[src/rtl/demux_scan_ctrl.sv]
`default_nettype none
// ============================================================================
// Module   : demux_scan_ctrl
// Brief    : Steps a 1-to-8 demux through channels 0..7 with a programmable
//            dwell, driving each channel's data bit from a latched pattern.
// Revision : 1.0
// ============================================================================
module demux_scan_ctrl #(
  parameter int DWELL_W = 8
) (
  input  logic               clk,
  input  logic               rst_n,
  input  logic               start,
  input  logic               abort,
  input  logic               continuous,
  input  logic [7:0]         pattern,
  input  logic [DWELL_W-1:0] dwell,
  output logic               a,
  output logic               s2,
  output logic               s1,
  output logic               s0,
  output logic               busy,
  output logic               done
);

  typedef enum logic [1:0] {
    ST_IDLE = 2'd0,
    ST_SCAN = 2'd1,
    ST_DONE = 2'd2
  } state_t;

  localparam logic [DWELL_W-1:0] c_cnt_one = {{(DWELL_W-1){1'b0}}, 1'b1};

  state_t             r_state;
  logic [2:0]         r_sel;
  logic [DWELL_W-1:0] r_cnt;
  logic [DWELL_W-1:0] r_last;
  logic [7:0]         r_pat;
  logic               r_a;
  logic               r_busy;
  logic               r_done;

  logic [DWELL_W-1:0] w_dwell_last;
  logic [2:0]         w_next_sel;

  // Terminal count is D-1 with D = max(dwell,1); storing D-1 keeps the
  // all-ones dwell value representable in DWELL_W bits.
  assign w_dwell_last = (dwell == '0) ? '0 : (dwell - c_cnt_one);
  assign w_next_sel   = r_sel + 3'd1;

  always_ff @(posedge clk or negedge rst_n) begin
    if (!rst_n) begin
      r_state <= ST_IDLE;
      r_sel   <= '0;
      r_cnt   <= '0;
      r_last  <= '0;
      r_pat   <= '0;
      r_a     <= 1'b0;
      r_busy  <= 1'b0;
      r_done  <= 1'b0;
    end else begin
      case (r_state)
        ST_IDLE: begin
          r_a    <= 1'b0;
          r_sel  <= '0;
          r_cnt  <= '0;
          r_busy <= 1'b0;
          r_done <= 1'b0;
          if (start && !abort) begin
            r_pat   <= pattern;
            r_last  <= w_dwell_last;
            r_a     <= pattern[0];
            r_busy  <= 1'b1;
            r_state <= ST_SCAN;
          end
        end

        ST_SCAN: begin
          if (abort) begin
            r_state <= ST_IDLE;
            r_a     <= 1'b0;
            r_sel   <= '0;
            r_cnt   <= '0;
            r_busy  <= 1'b0;
          end else if (r_cnt == r_last) begin
            r_cnt <= '0;
            if (r_sel == 3'd7) begin
              if (continuous) begin
                // Wrap: refresh the pattern but keep the dwell latched at start.
                r_sel <= '0;
                r_pat <= pattern;
                r_a   <= pattern[0];
              end else begin
                r_state <= ST_DONE;
                r_a     <= 1'b0;
                r_sel   <= '0;
                r_busy  <= 1'b0;
                r_done  <= 1'b1;
              end
            end else begin
              r_sel <= w_next_sel;
              r_a   <= r_pat[w_next_sel];
            end
          end else begin
            r_cnt <= r_cnt + c_cnt_one;
          end
        end

        ST_DONE: begin
          r_done  <= 1'b0;
          r_state <= ST_IDLE;
        end

        default: begin
          r_state <= ST_IDLE;
          r_a     <= 1'b0;
          r_sel   <= '0;
          r_cnt   <= '0;
          r_busy  <= 1'b0;
          r_done  <= 1'b0;
        end
      endcase
    end
  end

  assign a    = r_a;
  assign s2   = r_sel[2];
  assign s1   = r_sel[1];
  assign s0   = r_sel[0];
  assign busy = r_busy;
  assign done = r_done;

endmodule
`default_nettype wire

[config.mk]
export PLATFORM = sky130hd
export DESIGN_NAME = demux_scan_ctrl
export DESIGN_NICKNAME = d
export VERILOG_FILES = /design/src/rtl/demux_scan_ctrl.sv
export SDC_FILE = /design/constraint.sdc
export NUM_CORES = 1
export LEC_CHECK = 0
export ABC_AREA = 1
export BUFFER_PORTS_ARGS = -buffer_cell sky130_fd_sc_hd__buf_2
export CAP_MARGIN = 10
export CORE_UTILIZATION = 39
export CTS_CLUSTER_DIAMETER = 50
export DETAILED_ROUTE_END_ITERATION = 6
export SKIP_CTS_REPAIR_TIMING = 1
export SLEW_MARGIN = 20
export SYNTH_ARGS = -nofsm -noshare
export SYNTH_HDL_FRONTEND = slang
export SYNTH_SLANG_ARGS = --single-unit
[constraint.sdc]
create_clock -name clk -period 1.8 [get_ports clk]
set_input_delay 0.45 -clock clk [delete_from_list [all_inputs] [get_ports clk]]
set_output_delay 0.45 -clock clk [all_outputs]
set_load 0.1 [all_outputs]
==> impl_metrics.tcl, run 1 <==
set metrics [dict create \
    synth_top_family_by_area "simple AND/OR/NAND/NOR gates" \
    final_max_slew_viol_count 0 \
    worst_hold_slack_ps 46.7 \
    synthTopCellsByArea "dfrtp_1 (43%), nand2_1 (17%), inv_1 (6.6%)" \
    wirelength_um 3730 \
    clockBufferDepth 2 \
    final_antenna_net_count 0 \
    ir_worst_vdd_mv 0.534 \
    status "complete, but fails checks" \
    critPathCaptureType "output port" \
    floorplan.initialDensity_pct 41.9 \
    slew_headroom_pct 67.8 \
    synthTopCellsByCount "nand2_1 (84), inv_1 (33), dfrtp_1 (32)" \
    yosysTopAreaCell "dfrtp_1" \
    ys.flop_type "dfrtp_1" \
    die_area_sq_um 5090 \
    critPathCapture "s0" \
    p_leak_nw 1.17 \
    yosys_warnings 0 \
    crit_buf_inv 1 \
    root_buffer "clkbuf_8" \
    cts-buffers-inserted 5 \
    cp.depth 1 \
    synth.top_cell.area_share_pct 42.7 \
    first_pass_iters 6 \
    worst_slack_ps 166 \
    grt_pass1_wl_um 6690 \
    cp.arrival_ps 1180 \
    fillerInstances 449 \
    worst-r2r-setup-slack_ps 280 \
    multi_input_area_sq_um 926 \
    grt_max_degree 15 \
    path_class "register to output port" \
    critPathLaunch "r_sel[0]" \
    cts_sinks 32 \
    rsz0062_at_grt "false" \
    cap_violations 0 \
    fp.dieH_um 71.3 \
    synthSimpleGateAreaFrac_pct 37.4 \
    num_io_pins 27 \
    syn_area_sq_um 1870 \
    ys_ff_latch 32 \
    tightestPinTransition_ps 486 \
    crit_slowest_cell "buf_2" \
    tns_ps 0 \
    syn_to_final_growth_pct 17.4 \
    syn-mean-instance-area_sq_um 7.71 \
    routed-via-count 1566 \
    dr.first_iter.drc_count 54 \
    ys_async_sr_fraction_pct 100 \
    fmax_mhz 612 \
    r2r-start "r_sel[0]" \
    clk_latency_ps 290 \
    p_total_mw 2.09 \
    slowest_delay_ps 450 \
    synthMuxAreaShare_pct 0 \
    pre_cts_slack_ps 261 \
    grt_overflow 0 \
    power_density_nw_per_um2 952 \
    clock_skew_ps 8.86 \
    synth_xor_area_share_pct 4.67 \
    r2r_end "busy" \
    cts_tree "built" \
    rows 24 \
    yosysMostFrequentCell "nand2_1" \
    gp_congestion 0.775 \
    core_area_sq_um 4470 \
    finalCriticalPeriod_ps 1630 \
    crit_chain "buf_2" \
    io_buffer_count 26 \
    wire_per_inst_um 11.3 \
    cp_max_fo 9 \
    synth_edf_count 0 \
    h-tree-depth 2 \
    hold_class "primary input to async pin" \
    synthCells 243 \
    grt_pass1_vias 1546 \
    clk_pin_slew_ps 80 \
    synthesis.nets 269 \
    cp_data_required_time_ps 1350 \
    track_usage_pct 17.2 \
    crit_family "buffers and inverters" \
    n_antenna_cell 0 \
    hold_viol 0 \
    cp-start-kind "register" \
    yosysSeqAreaShare_pct 42.7 \
    setup_viol 0 \
    violations "DRC" \
    antenna_found_initial 0 \
    drc 1 \
    seqCellArea_sq_um 805 \
    die_w_um 71.3 \
    drive_gt1_share_pct 24.0 \
    period_share_pct 90.8 \
    vias_per_cell 4.73 \
    synth_compound_area_share_pct 3.94 \
    synth_fa_ha_area_share_pct 3.34 \
    ys_types 22 \
    hpwl_um 2850 \
    r2r_cells 9 \
    fin_nets 304 \
]
[layout by cell type, fill, tap and decap left out]
cell type / instances
nand2_4: 7
dfrtp_2: 3
clkinv_2: 1
or2_1: 1
inv_2: 4
nor2_1: 10
a21oi_1: 3
o22ai_1: 7
nor3_1: 3
inv_1: 33
nand2_1: 84
buf_2: 26
nand2_2: 1
xor2_1: 7
nor2_2: 11
dfrtp_1: 29
nand3_2: 1
inv_6: 1
bufinv_16: 1
buf_4: 2
nand4_1: 3
nand3_4: 1
nor2_4: 2
clkbuf_8: 5
o21ai_0: 3
ha_1: 5
nand3_1: 21
xnor2_1: 3
clkinvlp_4: 1
[state kept, by name, indices dropped and copies added (netlist names)]
name / flops
r_last: 8
busy: 1
r_cnt: 8
r_sel: 3
done: 1
r_state: 2
r_pat: 8
a: 1
[cell families (layout without fill, tap and decap cells)]
family	after synthesis	count (layout)
AND/OR/NAND/NOR	145	145
buffers and inverters	38	74
flip-flops	32	32
AO/OA/AOI/OAI	13	13
XOR/XNOR	10	10
adder cells (fa/ha/maj)	5	5
[report_power, final]
group / leakage, nW / switching (mW) / internal, mW
Sequential: 0.412 / 0.0660 / 0.827
Clock: 0.0541 / 0.287 / 0.410
Combinational: 0.702 / 0.329 / 0.175
[final cells by class]
cell class | count | share of cell area (%)
Tap cell | 52 | 2.96
Clock buffer | 5 | 3.13
Clock inverter | 3 | 1.93
Sequential cell | 32 | 36.6
Timing Repair Buffer | 28 | 6.60
Inverter | 38 | 6.71
Multi-Input combinational cell | 173 | 42.1
[worst min-delay path by stage]
stage / from / to / slack [ps] / depth (start not counted)
finish: rst_n / r_pat[6] / 50 / 1
global route: rst_n / r_pat[6] / 60 / 1
CTS: rst_n / r_pat[6] / 50 / 1
detailed placement: rst_n / r_pat[6] / 370 / 1
global placement: rst_n / r_pat[6] / 370 / 1
floorplan: rst_n / a / 150 / 0
[through the flow]
step / util, % / instance area (sq um) / std cells
6_report: 49.2 / 2200 / 331
4_1_cts: 49.2 / 2200 / 331
3_5_place_dp: 46.7 / 2090 / 323
2_1_floorplan: - / 1880 / 243
3_3_place_gp: 46.7 / 2090 / 323
5_1_grt: 49.2 / 2200 / 331
[layer usage]
layer,share of wire [%],GRT usage (%),vias up
li1,-,-,822
met1,47,20.6,711
met2,48,30.4,29
met3,3.8,4.22,4
met4,1.2,5.33,0
met5,0,0,-
(Power assumes the default switching activity.)
==> inputs of run 2 (changes only) <==
- PLACE_DENSITY: unset -> 0.61
==> run 2 against run 1 <==
Compared with the run above: combinational power about the same; non-clock buffer count unchanged; register-to-register slack better by 30 ps; sequential share of layout area fell by 0.25 points; global-route usage fell by 0.25 points; cell count unchanged; the run now ends clean; die area unchanged; largest cell class unchanged; setup slack better by 9.0 ps; fmax up 0.55%; sequential power hardly changed; via count fell by 0.70%.
==> impl_metrics.tcl, run 2 (synthesis gave the netlist of run 1 again) <==
set metrics [dict create \
    status "finished clean" \
    critPathCaptureType "output port" \
    drc 0 \
    critPathLaunch "r_sel[0]" \
    clockBufferDepth 2 \
    die_w_um 71.3 \
    fp.dieH_um 71.3 \
    drive_gt1_share_pct 24.0 \
    p_total_mw 2.15 \
    crit_family "buffers and inverters" \
    crit_slowest_cell "buf_2" \
    syn_to_final_growth_pct 18.2 \
    crit_buf_inv 1 \
    hold_viol 0 \
    die_area_sq_um 5090 \
    final_antenna_net_count 0 \
    cts-buffers-inserted 5 \
    cp_data_required_time_ps 1350 \
    final_max_slew_viol_count 0 \
    wire_per_inst_um 10.9 \
    cts_sinks 32 \
    power_density_nw_per_um2 972 \
    reg.largest.list "r_cnt (8), r_last (8), r_pat (8)" \
    first_pass_iters 4 \
    clock_skew_ps 2.75 \
    setup_viol 0 \
    final_common_cell "nand2_1" \
    slew_headroom_pct 67.9 \
    io_buffer_count 26 \
    period_share_pct 90.3 \
    antenna_found_initial 0 \
    finalCriticalPeriod_ps 1620 \
    gp_congestion 0.785 \
    slowest_delay_ps 450 \
    num_io_pins 27 \
    vias_per_cell 4.70 \
    n_antenna_cell 0 \
    tns_ps 0 \
    h-tree-depth 2 \
    clk_pin_slew_ps 70 \
    grt_max_degree 15 \
    rsz0062_at_grt "false" \
    p_leak_nw 1.18 \
    floorplan.initialDensity_pct 41.9 \
    fin_nets 304 \
    mostFrequentLayoutCells "nand2_1 (84), inv_1 (33), dfrtp_1 (29)" \
    clk_latency_ps 290 \
    cap_violations 0 \
    path_class "register to output port" \
    ir_worst_vdd_mv 0.317 \
    rows 24 \
    grt_pass1_vias 1510 \
    cp_max_fo 9 \
    core_area_sq_um 4470 \
    track_usage_pct 16.9 \
    root_buffer "clkbuf_8" \
    hpwl_um 2790 \
    cp.arrival_ps 1170 \
    crit_chain "buf_2" \
    grt_pass1_wl_um 6490 \
    dr.first_iter.drc_count 80 \
    tightestPinTransition_ps 485 \
    hold_class "primary input to async pin" \
    wirelength_um 3600 \
    grt_overflow 0 \
    fmax_mhz 615 \
    r2r-start "r_sel[0]" \
    routed-via-count 1555 \
    fin_util_pct 49.5 \
    cts_tree "built" \
    cp-start-kind "register" \
]
run 2: cell count changes in the layout (fill, tap and decap cells not counted), sizes merged:
cell / before / now
clkbuf: 5 / 7
clkinvlp: 1 / 0
clkinv: 1 / 0
run 2: where the power goes:
part	switching (mW)	internal (mW)
Clock	0.271	0.488
Combinational	0.326	0.176
Sequential	0.0654	0.827
Total	0.662	1.49
run 2: area by class of cell:
| cell class | instances | area [sq um] |
|---|---|---|
| Timing Repair Buffer | 28 | 145 |
| Sequential cell | 32 | 805 |
| Fill cell | 466 | 2260 |
| Clock buffer | 7 | 96.3 |
| Multi-Input combinational cell | 173 | 926 |
| Tap cell | 52 | 65.1 |
| Inverter | 38 | 148 |
| Clock inverter | 1 | 30.0 |
run 2: layer usage:
metal  GRT usage, %  up-vias  share of wire (%)
li1               -      823                  -
met1           20.3      697                 46
met2           28.6       28                 48
met3           3.80        7                4.4
met4           8.67        0                2.1
met5              0        -                  0
run 2: worst paths after layout:
path	endpoint	slack [ps]	cells after the start
max	s0	180	1
min in group clk	r_last[0]	360	2
min reg2reg	busy	470	2
max reg2reg	busy	310	9
min	r_pat[6]	50	1
max in group asynchronous	r_sel[0]	1290	2
run 2: metrics by stage:
stage	instances	hold slack (ps)	worst slack (ps)	area, sq um
CTS	331	60.0	166	2210
floorplan	243	154	47.3	1880
finish	331	47.3	175	2210
detailed placement	323	368	265	2090
global placement	323	372	284	2090
global route	331	69.5	125	2210
==> inputs of run 3 (changes only) <==
--- a/constraint.sdc
+++ b/constraint.sdc
@@ -3,2 +3,2 @@
 set_output_delay 0.45 -clock clk [all_outputs]
-set_load 0.1 [all_outputs]
+set_load 0.005 [all_outputs]
==> run 3 against run 2 <==
Compared with the run above: the flow now finishes with violations (DRC); cell count down 0.30%; utilization decreased by 0.73 points; setup slack better by 63 ps; sequential power about the same; critical path depth increased by 8; clock skew up 4.3 ps.
==> impl_metrics.tcl, run 3 (synthesis gave the netlist of run 1 again) <==
set metrics [dict create \
    clockBufferDepth 2 \
    reg.largest.list "r_cnt (8), r_last (8), r_pat (8)" \
    period_share_pct 86.8 \
    status "complete, but fails checks" \
    p_comb_share_pct 23.4 \
    slew_headroom_pct 73.3 \
    wire_per_inst_um 10.8 \
    ir_worst_vdd_mv 0.361 \
    rsz0062_at_grt "false" \
    crit_slowest_cell "dfrtp_1" \
    clock_skew_ps 7.07 \
    slowest_delay_ps 490 \
    mostFrequentLayoutCells "nand2_1 (84), inv_1 (33), dfrtp_1 (32)" \
    clk_pin_slew_ps 70 \
    p_leak_nw 1.17 \
    fmax_mhz 640 \
    grtUsageMet3_pct 4.50 \
    cts-buffers-inserted 5 \
    power_density_nw_per_um2 872 \
    root_buffer "clkbuf_8" \
    seqPwrFrac_pct 47.1 \
    gp_congestion 0.762 \
    antenna_found_initial 0 \
    dp.cells 322 \
    finalCriticalPeriod_ps 1560 \
    syn_to_final_growth_pct 16.4 \
    grt_overflow 0 \
    h-tree-depth 2 \
    fin_nets 303 \
    intPower_mw 1.31 \
    drc 1 \
    track_usage_pct 16.9 \
    tightestPinTransition_ps 400 \
    critPathCaptureType "register" \
    multi_input_area_sq_um 926 \
    cp_max_fo 9 \
    fp.dieH_um 71.3 \
    n_antenna_cell 0 \
    die_area_sq_um 5090 \
    pwr-share-clk_pct 29.5 \
    final_max_slew_viol_count 0 \
    core_area_sq_um 4470 \
    path_class "register to register" \
    grt_pass1_wl_um 6670 \
    tns_ps 0 \
    vias_per_cell 4.71 \
    clk_latency_ps 280 \
    seqCellArea_sq_um 801 \
    crit_chain "ha_1, ha_1, inv_1, nor2_1, nand3_1, nand2_1, nand2_1, nand2_1, nand2_1" \
    worst-r2r-setup-slack_ps 240 \
    p_sw_mw 0.594 \
    cap_violations 0 \
    routed-via-count 1553 \
    cp-start-kind "register" \
    drive_gt1_share_pct 22.7 \
    cpMostUsedCell "nand2_1" \
    final_antenna_net_count 0 \
    violations "DRC" \
    hold_viol 0 \
    layoutNonFillerInstCount 330 \
    r2r_cells 9 \
    cp_data_required_time_ps 1970 \
    crit_buf_inv 1 \
    hold_class "primary input to async pin" \
    final_common_cell "nand2_1" \
    dr.first_iter.drc_count 44 \
    first_pass_iters 6 \
    cts_sinks 32 \
    cts_tree "built" \
    swShare_pct 31.2 \
    use_met1_pct 21.0 \
    io_buffer_count 26 \
    setup_viol 0 \
    num_io_pins 27 \
    grt_pass1_vias 1550 \
    use_met2_pct 27.5 \
    die_w_um 71.3 \
    fillerInstances 435 \
    wirelength_um 3560 \
    floorplan.initialDensity_pct 41.9 \
    crit_family "flip-flops" \
    cp.depth 9 \
    grt_max_degree 18 \
    rows 24 \
    cp.arrival_ps 1730 \
    grt.busiest_layer "met2" \
    hpwl_um 2820 \
]
run 3: changes by cell type in the layout (fill, tap and decap cells not counted), sizes merged:
| cell | previous run | this run |
|---|---|---|
| bufinv | 1 | 0 |
| buf | 28 | 27 |
| clkinv | 0 | 2 |
| clkbuf | 7 | 6 |
run 3: area by class of cell:
class,count,share of cell area (%)
clock buffer,6,3.78
sequential,32,36.7
inverter,38,6.77
clock inverter,2,0.459
timing repair buffer,27,6.88
tap,52,2.98
multi-input combinational,173,42.4
run 3: worst reg2reg max path, delay by kind of cell, from the launching register on:
family / cells / cell delay (ps)
AND/OR/NAND/NOR: 6 / 450
flip-flops: 1 / 490
adder cells (fa/ha/maj): 2 / 430
buffers and inverters: 1 / 70
run 3: worst paths after layout:
path | start | to
hold / removal | rst_n | r_sel[2]
min in group clk | dwell[0] | r_last[0]
hold reg to reg | busy | busy
setup reg to reg | r_sel[0] | busy
max in group asynchronous | rst_n | r_last[6]
setup / recovery | r_sel[0] | busy
run 3: power groups by stage:
stage | registers (mW) | logic [mW] | clock network (mW)
3_3_place_gp | 0.906 | 0.449 | 0
6_report | 0.896 | 0.445 | 0.562
5_1_grt | 0.909 | 0.522 | 0.612
4_1_cts | 0.895 | 0.456 | 0.580
2_1_floorplan | 0.892 | 0.334 | 0
3_5_place_dp | 0.908 | 0.454 | 0
run 3: routing by layer:
metal	wire length (um)	part of all wire, %
met1	1710	48
met3	152	4.3
met2	1610	45
met4	80	2.2
met5	0	0
run 3: per-stage QoR:
stage | util (%) | total power, mW | cell area [sq um] | setup slack, ps | hold WS, ps
after floorplan | - | 1.23 | 1870 | 404 | 154
after global placement | 46.7 | 1.36 | 2090 | 301 | 403
after detailed placement | 46.7 | 1.36 | 2090 | 257 | 401
after CTS | 48.8 | 1.93 | 2180 | 229 | 90.5
after global routing | 48.8 | 2.04 | 2180 | 4.28 | 103
final | 48.8 | 1.90 | 2180 | 238 | 81.5
